File: src/rtl/select_encode_seq_if.sv
// select_encode_seq_if: control, instruction and decoded-select signals between the
// control unit (master) and the select/encode stage (slave).
interface select_encode_seq_if #(
  parameter int unsigned DATA_W  = 32,
  parameter int unsigned REG_CNT = 16,
  parameter int unsigned IDX_W   = $clog2(REG_CNT)
);
  logic               ir_load;
  logic [DATA_W-1:0]  instruction;
  logic               Gra;
  logic               Grb;
  logic               Grc;
  logic               Rin;
  logic               Rout;
  logic               BAout;
  logic               seq_start;
  logic [2:0]         seq_mask;
  logic               seq_busy;
  logic               seq_done;
  logic [REG_CNT-1:0] register_enable;
  logic [REG_CNT-1:0] register_select;
  logic               ba_zero;
  logic [IDX_W-1:0]   sel_idx;
  logic [DATA_W-1:0]  C_sign_ext_Data;

  modport master (
    output ir_load, instruction, Gra, Grb, Grc, Rin, Rout, BAout, seq_start, seq_mask,
    input  seq_busy, seq_done, register_enable, register_select, ba_zero, sel_idx,
           C_sign_ext_Data
  );

  modport slave (
    input  ir_load, instruction, Gra, Grb, Grc, Rin, Rout, BAout, seq_start, seq_mask,
    output seq_busy, seq_done, register_enable, register_select, ba_zero, sel_idx,
           C_sign_ext_Data
  );
endinterface

File: src/rtl/select_encode_seq.sv
// select_encode_seq: registered IR, register-field select and one-hot encode stage with
// sign-extended constant C. Define SEL_ENC_SEQ_EN to compile in the operand-fetch
// sequencer that walks the Ra/Rb/Rc fields onto the bus by itself.
module select_encode_seq #(
  parameter int unsigned DATA_W  = 32,
  parameter int unsigned REG_CNT = 16,
  parameter int unsigned IDX_W   = $clog2(REG_CNT),
  parameter int unsigned RA_LSB  = 23,
  parameter int unsigned RB_LSB  = 19,
  parameter int unsigned RC_LSB  = 15,
  parameter int unsigned C_W     = 19
) (
  input logic                clk,
  input logic                clr,
  select_encode_seq_if.slave bus
);

  logic [DATA_W-1:0]  ir_q, ir_d;
  logic [IDX_W-1:0]   idx_q, idx_d, dir_idx;
  logic [REG_CNT-1:0] en_q, en_d;
  logic [REG_CNT-1:0] sel_q, sel_d;
  logic               baz_q, baz_d;

  function automatic logic [REG_CNT-1:0] onehot(input logic [IDX_W-1:0] idx);
    logic [REG_CNT-1:0] v;
    v      = '0;
    v[idx] = 1'b1;
    return v;
  endfunction

`ifdef SEL_ENC_SEQ_EN
  typedef enum logic [2:0] {StIdle, StFa, StFb, StFc, StDone} state_e;

  state_e           state_q, state_d;
  logic [IDX_W-1:0] rb_snap_q, rb_snap_d;
  logic [IDX_W-1:0] rc_snap_q, rc_snap_d;
  logic [1:0]       mask_q, mask_d;  // remaining Rb/Rc requests of the running sequence
  logic             busy_q, busy_d;
  logic             done_q, done_d;
`endif

  // Next state: IR capture, direct-mode decode, then sequencer override when active.
  always_comb begin
    ir_d = bus.ir_load ? bus.instruction : ir_q;

    if (bus.Gra)      dir_idx = ir_q[RA_LSB +: IDX_W];
    else if (bus.Grb) dir_idx = ir_q[RB_LSB +: IDX_W];
    else if (bus.Grc) dir_idx = ir_q[RC_LSB +: IDX_W];
    else              dir_idx = idx_q;

    idx_d = dir_idx;
    en_d  = onehot(dir_idx) & {REG_CNT{bus.Rin}};
    sel_d = onehot(dir_idx) & {REG_CNT{bus.Rout | bus.BAout}};
    baz_d = bus.BAout & (dir_idx == '0);

`ifdef SEL_ENC_SEQ_EN
    state_d   = state_q;
    rb_snap_d = rb_snap_q;
    rc_snap_d = rc_snap_q;
    mask_d    = mask_q;

    unique case (state_q)
      // DONE behaves as IDLE for the next edge so a new start is accepted back-to-back.
      StIdle, StDone: begin
        state_d = StIdle;
        if (bus.seq_start) begin
          rb_snap_d = ir_q[RB_LSB +: IDX_W];
          rc_snap_d = ir_q[RC_LSB +: IDX_W];
          mask_d    = bus.seq_mask[2:1];
          if (bus.seq_mask[0])      state_d = StFa;
          else if (bus.seq_mask[1]) state_d = StFb;
          else if (bus.seq_mask[2]) state_d = StFc;
          else                      state_d = StDone;
        end
      end
      StFa:    state_d = mask_q[0] ? StFb : (mask_q[1] ? StFc : StDone);
      StFb:    state_d = mask_q[1] ? StFc : StDone;
      StFc:    state_d = StDone;
      default: state_d = StIdle;
    endcase

    // A busy next state owns the outputs; direct requests are dropped.
    if (state_d != StIdle) begin
      idx_d = idx_q;
      en_d  = '0;
      sel_d = '0;
      baz_d = 1'b0;
      case (state_d)
        StFa:    idx_d = ir_q[RA_LSB +: IDX_W];  // FA is only entered from start
        StFb:    idx_d = rb_snap_d;
        StFc:    idx_d = rc_snap_d;
        default: ;
      endcase
      if (state_d != StDone) sel_d = onehot(idx_d);
    end

    busy_d = (state_d != StIdle);
    done_d = (state_d == StDone);
`endif
  end

  // Datapath and decoded-output registers.
  always_ff @(posedge clk or posedge clr) begin
    if (clr) begin
      ir_q  <= '0;
      idx_q <= '0;
      en_q  <= '0;
      sel_q <= '0;
      baz_q <= 1'b0;
    end else begin
      ir_q  <= ir_d;
      idx_q <= idx_d;
      en_q  <= en_d;
      sel_q <= sel_d;
      baz_q <= baz_d;
    end
  end

`ifdef SEL_ENC_SEQ_EN
  // Sequencer state, field snapshot and status flags.
  always_ff @(posedge clk or posedge clr) begin
    if (clr) begin
      state_q   <= StIdle;
      rb_snap_q <= '0;
      rc_snap_q <= '0;
      mask_q    <= '0;
      busy_q    <= 1'b0;
      done_q    <= 1'b0;
    end else begin
      state_q   <= state_d;
      rb_snap_q <= rb_snap_d;
      rc_snap_q <= rc_snap_d;
      mask_q    <= mask_d;
      busy_q    <= busy_d;
      done_q    <= done_d;
    end
  end

  assign bus.seq_busy = busy_q;
  assign bus.seq_done = done_q;
`else
  logic unused_seq;
  assign unused_seq   = ^{bus.seq_start, bus.seq_mask};
  assign bus.seq_busy = 1'b0;
  assign bus.seq_done = 1'b0;
`endif

  // Only the field and constant bits of IR are decoded here.
  logic unused_ir;
  assign unused_ir = ^ir_q;

  assign bus.register_enable = en_q;
  assign bus.register_select = sel_q;
  assign bus.ba_zero         = baz_q;
  assign bus.sel_idx         = idx_q;
  assign bus.C_sign_ext_Data = {{(DATA_W - C_W){ir_q[C_W-1]}}, ir_q[C_W-1:0]};

endmodule

File: src/flat_wrapper.sv
// flat-port wrapper written by rule: the top's interface ports become plain ports
module select_encode_seq_flat 
#(
  parameter int unsigned DATA_W  = 32,
  parameter int unsigned REG_CNT = 16,
  parameter int unsigned IDX_W   = $clog2(REG_CNT),
  parameter int unsigned RA_LSB  = 23,
  parameter int unsigned RB_LSB  = 19,
  parameter int unsigned RC_LSB  = 15,
  parameter int unsigned C_W     = 19
)
  (clk, clr, bus_ir_load, bus_instruction, bus_Gra, bus_Grb, bus_Grc, bus_Rin, bus_Rout, bus_BAout, bus_seq_start, bus_seq_mask, bus_seq_busy, bus_seq_done, bus_register_enable, bus_register_select, bus_ba_zero, bus_sel_idx, bus_C_sign_ext_Data);
  select_encode_seq_if #(.DATA_W(DATA_W), .REG_CNT(REG_CNT), .IDX_W(IDX_W)) bus_i ();
  input logic clk;
  input logic clr;
  input wire logic [$bits(bus_i.ir_load)-1:0] bus_ir_load;
  input wire logic [$bits(bus_i.instruction)-1:0] bus_instruction;
  input wire logic [$bits(bus_i.Gra)-1:0] bus_Gra;
  input wire logic [$bits(bus_i.Grb)-1:0] bus_Grb;
  input wire logic [$bits(bus_i.Grc)-1:0] bus_Grc;
  input wire logic [$bits(bus_i.Rin)-1:0] bus_Rin;
  input wire logic [$bits(bus_i.Rout)-1:0] bus_Rout;
  input wire logic [$bits(bus_i.BAout)-1:0] bus_BAout;
  input wire logic [$bits(bus_i.seq_start)-1:0] bus_seq_start;
  input wire logic [$bits(bus_i.seq_mask)-1:0] bus_seq_mask;
  output wire logic [$bits(bus_i.seq_busy)-1:0] bus_seq_busy;
  output wire logic [$bits(bus_i.seq_done)-1:0] bus_seq_done;
  output wire logic [$bits(bus_i.register_enable)-1:0] bus_register_enable;
  output wire logic [$bits(bus_i.register_select)-1:0] bus_register_select;
  output wire logic [$bits(bus_i.ba_zero)-1:0] bus_ba_zero;
  output wire logic [$bits(bus_i.sel_idx)-1:0] bus_sel_idx;
  output wire logic [$bits(bus_i.C_sign_ext_Data)-1:0] bus_C_sign_ext_Data;
  assign bus_i.ir_load = bus_ir_load;
  assign bus_i.instruction = bus_instruction;
  assign bus_i.Gra = bus_Gra;
  assign bus_i.Grb = bus_Grb;
  assign bus_i.Grc = bus_Grc;
  assign bus_i.Rin = bus_Rin;
  assign bus_i.Rout = bus_Rout;
  assign bus_i.BAout = bus_BAout;
  assign bus_i.seq_start = bus_seq_start;
  assign bus_i.seq_mask = bus_seq_mask;
  assign bus_seq_busy = bus_i.seq_busy;
  assign bus_seq_done = bus_i.seq_done;
  assign bus_register_enable = bus_i.register_enable;
  assign bus_register_select = bus_i.register_select;
  assign bus_ba_zero = bus_i.ba_zero;
  assign bus_sel_idx = bus_i.sel_idx;
  assign bus_C_sign_ext_Data = bus_i.C_sign_ext_Data;
  select_encode_seq #(.DATA_W(DATA_W), .REG_CNT(REG_CNT), .IDX_W(IDX_W), .RA_LSB(RA_LSB), .RB_LSB(RB_LSB), .RC_LSB(RC_LSB), .C_W(C_W)) u_core (.clk(clk), .clr(clr), .bus(bus_i));
endmodule
File: config.mk
export PLATFORM = sky130hd
export DESIGN_NAME = select_encode_seq_flat
export DESIGN_NICKNAME = d
export VERILOG_FILES = /design/src/rtl/select_encode_seq_if.sv /design/src/rtl/select_encode_seq.sv /design/src/flat_wrapper.sv
export SDC_FILE = /design/constraint.sdc
export NUM_CORES = 1
export LEC_CHECK = 0
export ABC_AREA = 1
export CAP_MARGIN = 20
export CORE_MARGIN = 4
export CORE_UTILIZATION = 42
export DETAILED_ROUTE_END_ITERATION = 10
export PLACE_DENSITY = 0.9
export RECOVER_POWER = 25
export SLEW_MARGIN = 20
export SYNTH_ARGS = -nofsm -noshare
export SYNTH_HDL_FRONTEND = slang
export SYNTH_SLANG_ARGS = --single-unit
File: constraint.sdc
create_clock -name clk -period 2.7 [get_ports clk]
set_clock_uncertainty 0.2 [all_clocks]
set_input_delay 0.27 -clock clk [delete_from_list [all_inputs] [get_ports clk]]
set_output_delay 0.27 -clock clk [all_outputs]
set_load 0.05 [all_outputs]
Word-level counts from Yosys, hierarchy flattened
Index checks and enable logic that the tools add are counted.
{"block": "op_classes", "n_lt_le_gt_ge": 2, "mux": 5, "n_bitwise": 4, "n_reduce_logical": 2}
{"cell": "$and 16x16->16", "count": 2}
{"cell": "$mux 4", "count": 3}
{"cell": "$lt 4x5->1 const B", "count": 1}
{"cell": "$demux 1 s4", "count": 1}
{"cell": "$ge 4x1->1 const B", "count": 1}
{"cell": "$logic_not 4->1", "count": 1}
{"cell": "$and 1x1->1", "count": 1}
{"cell": "$logic_and 1x1->1", "count": 1}
{"cell": "$mux 1", "count": 1}
{"cell": "$or 1x1->1", "count": 1}
{"block": "totals", "ff_bits": 64, "in_bits": 45}

Logic depth before layout (Yosys ltp)
Gate-level depths: netlist (run 1).
{"block": "depth", "ltp_word": 8, "depth_mapped": 9, "depth_no_buf": 9}

Worst setup path before layout (run 1)
No wires, ideal clock.
{"block": "synth_path", "path_type": "register -> register", "from": "reg u_core.idx_q[2] (netlist: u_core.bus.sel_idx[2])", "to": "reg u_core.en_q[13] (netlist: u_core.bus.register_enable[13])", "setup_time_ns": 0.129, "arrival_ns": 1.168, "required_time_ns": 2.371, "path_slack_ns": 1.203, "path_stages_with_launch": 9, "period_less_slack_ns": 1.497, "path_cell_list": "dfrtp_1 -> nand2_1 -> nand3_1 -> nand2_2 -> nand2_4 -> nand2_1 -> clkinv_2 -> nand2_1 -> nor2_1"}
{"block": "synth_between", "elab_chain_cells": 8, "word_cells_on_any_way": 9, "classes_between": "order compare (2); mux (5); bitwise (1); reduce/logical (1)"}
{"element": "start: declaration", "line_no": "select_encode_seq.sv:19", "source": "logic [IDX_W-1:0] idx_q, idx_d, dir_idx;"}
{"element": "start signal: assignment", "line_no": "select_encode_seq.sv:112", "source": "idx_q <= idx_d;"}
{"element": "$mux 4 *", "line_no": "select_encode_seq.sv:48", "source": "else if (bus.Grc) dir_idx = ir_q[RC_LSB +: IDX_W];"}
{"element": "$mux 4 *", "line_no": "select_encode_seq.sv:47", "source": "else if (bus.Grb) dir_idx = ir_q[RB_LSB +: IDX_W];"}
{"element": "$mux 4 *", "line_no": "select_encode_seq.sv:46", "source": "if (bus.Gra) dir_idx = ir_q[RA_LSB +: IDX_W];"}
{"element": "net u_core.dir_idx[2]", "line_no": "select_encode_seq.sv:19"}
{"element": "$lt 4x5->1 (not written as such) or $ge 4x1->1 (tied branches)", "line_no": "select_encode_seq.sv:27", "source": "v[idx] = 1'b1;"}
{"element": "$logic_and 1x1->1 (not written as such)", "line_no": "select_encode_seq.sv:27"}
{"element": "$mux 1 (not written as such)", "line_no": "select_encode_seq.sv:27"}
{"element": "$demux 1 s4 *"}
{"element": "$and 16x16->16 *", "line_no": "select_encode_seq.sv:52", "source": "en_d = onehot(dir_idx) & {REG_CNT{bus.Rin}};"}
{"element": "net u_core.en_d[13]", "line_no": "select_encode_seq.sv:20", "source": "logic [REG_CNT-1:0] en_q, en_d;"}
{"element": "end signal: assignment", "line_no": "select_encode_seq.sv:113", "source": "en_q <= en_d;"}
{"element": "end: declaration", "line_no": "select_encode_seq.sv:20"}
Mark *: on every way through the listed nets, which the timed path passes. The rest lies on a longest branch.
A chain may end at the register's enable or synchronous reset.

Worst setup path after layout (run 1)
{"block": "layout_path", "from": "reg u_core.ir_q[18]", "to": "out bus_C_sign_ext_Data[25]"}
{"element": "start: declaration", "line_no": "select_encode_seq.sv:18", "source": "logic [DATA_W-1:0] ir_q, ir_d;"}
{"element": "start signal: assignment", "line_no": "select_encode_seq.sv:111", "source": "ir_q <= ir_d;"}
{"element": "end: declaration", "line_no": "flat_wrapper.sv:32", "source": "output wire logic [$bits(bus_i.C_sign_ext_Data)-1:0] bus_C_sign_ext_Data;"}
No word-level cell between the ends.

==> run_results.csv, run 1 <==
group,metric,value,unit
cells_and_area,register_area,1602,sq um
global_route,antenna_found_initial,0,
worst_setup_path,crit_path_end_kind,"output port",
cells_and_area,multi_input_area,709.4,sq um
worst_setup_path,required,2.23,ns
cells_and_area,drive_gt1_frac,0.1821,
timing,max_freq,0.4333,GHz
cells_and_area,areaGrowthSynthToFinish,41.59,%
clocking,cts_resized,0,
cells_and_area,fin_area,3749,sq um
clocking,clock_sink_count,64,
drt,drt_iter0_markers,66,
clocking,clock_latency,0.34,ns
cells_and_area,fin_util,0.6221,
synth,syn-instance-count,239,
floorplan,rows,28,
worst_setup_path,max_stage_delay,0.90,ns
global_route,grtUsageTotal,0.1574,
placed_design,dpl.hpwl,4285,um
timing,rsz0062_at_grt,"no",
drt,wl,5618,um
timing,worst_slew_pin_slew,0.7071,ns
floorplan,io_pins,116,
floorplan,die_x,87.40,um
timing,period_needed,2.308,ns
clocking,path_clk_slew,0.07,ns
global_route,grt_max_degree,32,
floorplan,core,6026,sq um
floorplan,fp.dieH,87.40,um
timing,finalSetupTns,0,ns
global_route,grt_pass1_vias,1948,
placed_design,place_area,3526,sq um
clocking,numCtsBuffers,9,
drt,drcViolationCount,0,
synth,ys_seq_area_frac,0.6049,
min_path,hold_class,"in2async",
placed_design,gp_congestion,0.7475,
power_and_ir_drop,p_total,2.645,mW
synth,ys_ff_latch,64,
placed_design,place_ws,0.7216,ns
power_and_ir_drop,p_leak,1.721,nW
timing,fin_ws,0.3921,ns
drt,drtAntennaViolNets,0,
floorplan,dieArea,7638,sq um
clocking,clockBufferDepth,2,
floorplan,start_util,0.4394,
synth,avgSynthCellArea,11.08,sq um
worst_setup_path,critPathLaunchType,"register",
drt,routed_via_density,4.544,
timing,relSlewSlack,0.5281,
drt,dr.pass1.iters,4,
worst_setup_path,cp_slowest_cell,"clkdlybuf4s50_1",
worst_setup_path,path_cells,"clkdlybuf4s50_1",
drt,wire_per_inst,14.08,um
worst_setup_path,critPathBufInv,1,
worst_setup_path,critical_path_arrival,1.84,ns
cells_and_area,n_antenna_cell,0,
global_route,grt_pass1_wl,9011,um
run,maxCapViolations,0,
synth,synth.cell_area,2648,sq um
clocking,hold_buffers,0,
power_and_ir_drop,power_density,705.6,nW/um^2
timing,setup_viol,0,
synth,ys_warn_count,0,
drt,vias,1813,
clocking,cts_root_buffer,"clkbuf_8",
power_and_ir_drop,vdd_drop_max,0.0006051,V
timing,drv_slew,0,
clocking,ctsHtreeMaxLevel,3,
cells_and_area,layout.nets,364,
timing,fin_hold_ws,0.2816,ns
timing,fin_crit_sh,0.8548,
worst_setup_path,path_delay_family,"buffers and inverters",
cells_and_area,fillers,488,
timing,final-hold-violation-count,0,
run_status,status,"complete, no violations",
clocking,cts_tree,"built",
placed_design,placed_cells,383,
global_route,grt-ovfl-total,0,
placed_design,port-buffer-count,104,
worst_setup_path,cp_max_fo,16,
cells_and_area,finalNonFillerCells,399,
clocking,cts_setup_buffers,0,
synth,ys_types,20,
worst_setup_path,critPathKind,"reg2out",
## logic make-up (layout without fill, tap and decap cells)
| kind of cell | after synthesis | count (layout) | synth area share |
|---|---|---|---|
| other cells | 1 | 2 | 0.001416 |
| flops | 64 | 64 | 0.6049 |
| buf+inv | 53 | 137 | 0.1285 |
| compound gates | 12 | 12 | 0.02457 |
| simple gates | 86 | 86 | 0.1427 |
| mux | 23 | 23 | 0.09783 |
## final timing paths
check                      slack, ns  cells after the start                             to                 from
max                             0.39                      1        bus_C_sign_ext_Data[25]      u_core.ir_q[18]
min                             0.28                      2  u_core.bus.register_enable[8]                  clr
max reg2reg                     1.07                      7  u_core.bus.register_enable[7]      u_core.ir_q[18]
min reg2reg                     0.31                      1                 u_core.ir_q[7]       u_core.ir_q[7]
max in group asynchronous       0.96                      3  u_core.bus.register_enable[2]                  clr
min in group clk                0.29                      3                u_core.ir_q[22]  bus_instruction[22]
## worst reg2reg max path, delay by kind of cell (launching register included)
kind	cells	cell delay, ns
DFF	1	0.53
and+or+nand+nor	7	0.81
## synth_stat cells
master         instances  area (sq um)
nand2_1               36         135.1
mux2_2                23         259.0
dlygate4sd1_1          1         8.760
buf_2                  3         15.01
inv_2                  3         11.26
a21boi_0               2         15.01
nand3_1                4         20.02
inv_1                  9         33.78
nor2_2                 4         25.02
clkinv_2               1         5.000
clkbuf_1               1         3.750
nor2_4                 2         22.52
nor2_1                34         127.6
o21ai_0                4         20.02
a21oi_1                6         30.03
conb_1                 1         3.750
nand2_4                2         22.52
dfrtp_1               64          1602
nand2_2                4         25.02
buf_4                 35         262.8
## power by group
part	leakage, nW	internal, mW	switching [mW]
logic	0.786	0.230	0.433
registers	0.822	1.02	0.0340
clock network	0.113	0.548	0.375
## sequential cells by signal (all words and copies together) (netlist names)
register and count:
u_core.ir_q 27, u_core.bus.register_enable 16, u_core.bus.ba_zero 1, u_core.bus.sel_idx 4, u_core.bus.register_select 16
## placed cells by master, fill, tap and decap left out, types with 6 or more instances in the layout
master / netlist / final
a21oi_1: 6 / 6
nor2_1: 34 / 34
clkbuf_8: 0 / 10
dfrtp_1: 64 / 64
inv_1: 9 / 9
clkdlybuf4s50_1: 0 / 103
nand2_1: 36 / 36
mux2_2: 23 / 23
## metal layers
layer / global-route usage / share of wire / vias to the layer above
met5: 0 / 0 / -
met4: 0.06974 / 0.020 / 0
met3: 0.06149 / 0.084 / 12
met2: 0.2753 / 0.51 / 71
met1: 0.1664 / 0.39 / 862
li1: - / - / 868
## area by class of cell
| type | instances | area share |
|---|---|---|
| Multi-Input combinational cell | 123 | 0.1893 |
| Timing Repair Buffer | 108 | 0.2844 |
| Inverter | 13 | 0.01335 |
| Clock buffer | 10 | 0.03672 |
| Sequential cell | 64 | 0.4272 |
| Clock inverter | 6 | 0.02403 |
| Tap cell | 75 | 0.02503 |
Power figures use the tool's default switching activity.
==> run 2: changes to the inputs <==
--- a/config.mk
+++ b/config.mk
@@ -9,6 +9,7 @@
 export CAP_MARGIN = 20
 export CORE_MARGIN = 4
 export CORE_UTILIZATION = 42
+export CTS_CLUSTER_SIZE = 40
 export DETAILED_ROUTE_END_ITERATION = 10
 export PLACE_DENSITY = 0.9
 export RECOVER_POWER = 25
==> results of run 2 <==
No change in the layout: final DEF, timing and power equal those of run 1.
==> variant, RTL diff (settings of run 2) <==
The option `SEL_ENC_SEQ_EN` is turned on by a define.
--- a/src/rtl/select_encode_seq.sv
+++ b/src/rtl/select_encode_seq.sv
@@ -3,2 +3,4 @@
 // sequencer that walks the Ra/Rb/Rc fields onto the bus by itself.
+`define SEL_ENC_SEQ_EN
+
 module select_encode_seq #(
Function: changed (Yosys sat finds a counterexample within 4 cycles, from zero or initial values).
==> variant against run 2 <==
- synthesized cell count grew 64%
- non-clock buffer count grew 6
- register-to-register slack lost 0.62 ns
- routed wire length grew 59%
- setup slack gained 0.0042 ns
- total power grew 84%
- count of clock-buffer cells in the layout is the same
- global-route usage grew 2.1 points
- cell area grew 30%
- the flow now finishes with violations (capacitance limit, slew limit)
- critical endpoint is now u_core.ir_q[0]
- sequential cell count grew 15
- worst hold slack gained 0.0098 ns
- synthesized area grew 38%
- largest cell class unchanged
- first-iteration DRC count grew to 3.6 times the old value
==> variant: results <==
final_layout:
  fillCellCount: 710
  nNetsFinal: 523
  drive_gt1_frac: 0.104
  seq_area_um2: 1980
yosys:
  synth.area.top_cells: "dfrtp_1 (54%), nand2_1 (9.5%), buf_4 (7.0%), mux2_2 (5.6%), o21ai_0 (5.2%)"
  yosys-top-cells-count: "nand2_1 (92), dfrtp_1 (79), nor2_1 (40)"
  yosys.cell_types.count: 26
  synthCells: 393
placement:
  placed_cell_area_um2: 4610
  dp_cells: 571
  place_ws_ns: 0.226
  place_hpwl_mm: 6.86
  place.gp.congestion: 0.963
grt:
  grt_start_max_net_pins: 37
  grtUsageTotal: 0.179
  met1_usage: 0.192
  use_met2: 0.315
job:
  cap_violations: 1
drt:
  routed-wl-met2_mm: 4.55
  vias: 2994
  wl_per_cell_um: 15.2
  drtPass1Iterations: 5
setup_path:
  crit_fanout: 36
  arrival_ns: 2.33
  r2r-start: "u_core.mask_q[0]"
  critPathCapture: "u_core.ir_q[0]"
  r2r_slack_ns: 0.45
  reg2reg_depth: 9
run_status:
  status: "complete, but fails checks"
  violations: "capacitance limit, slew limit"
timing:
  final_max_slew_viol_count: 37
  holdWs_ns: 0.291
hold_path:
  hold_path.class: "in -> reg"
pwr:
  p_leak_nw: 2.26
==> variant: cell types whose count changed after synthesis, moves of 5 or more <==
cell,before,now
nor3_1,0,18
nand2_1,36,92
dfrtp_1,64,79
nand3_1,4,16
o21ai_0,4,38
inv_1,9,29
nor2_1,34,40
mux2_2,23,18
==> variant: cells by family after synthesis <==
kind of cell	share of synthesized area
muxes	0.0555
DFF	0.541
AOI/OAI and AO/OA	0.0730
buffers and inverters	0.112
and+or+nand+nor	0.218
==> variant: cell type report <==
cell class / instances / share of cell area
Timing Repair Buffer: 114 / 0.232
Tap cell: 105 / 0.0270
Multi-Input combinational cell: 243 / 0.258
Clock inverter: 6 / 0.0237
Inverter: 31 / 0.0244
Sequential cell: 79 / 0.406
Clock buffer: 10 / 0.0283
==> variant: worst max-delay path: stages <==
cell	delay (ns)
dlygate4sd3_1	0.52
clkbuf_1	1.11
mux2_2	0.43
==> variant: what timing repair did <==
item / 4_1_cts / 5_1_grt
hold endpoints to repair: 15 / 0
buffers inserted: 0 / 0
hold buffers: 1 / 0
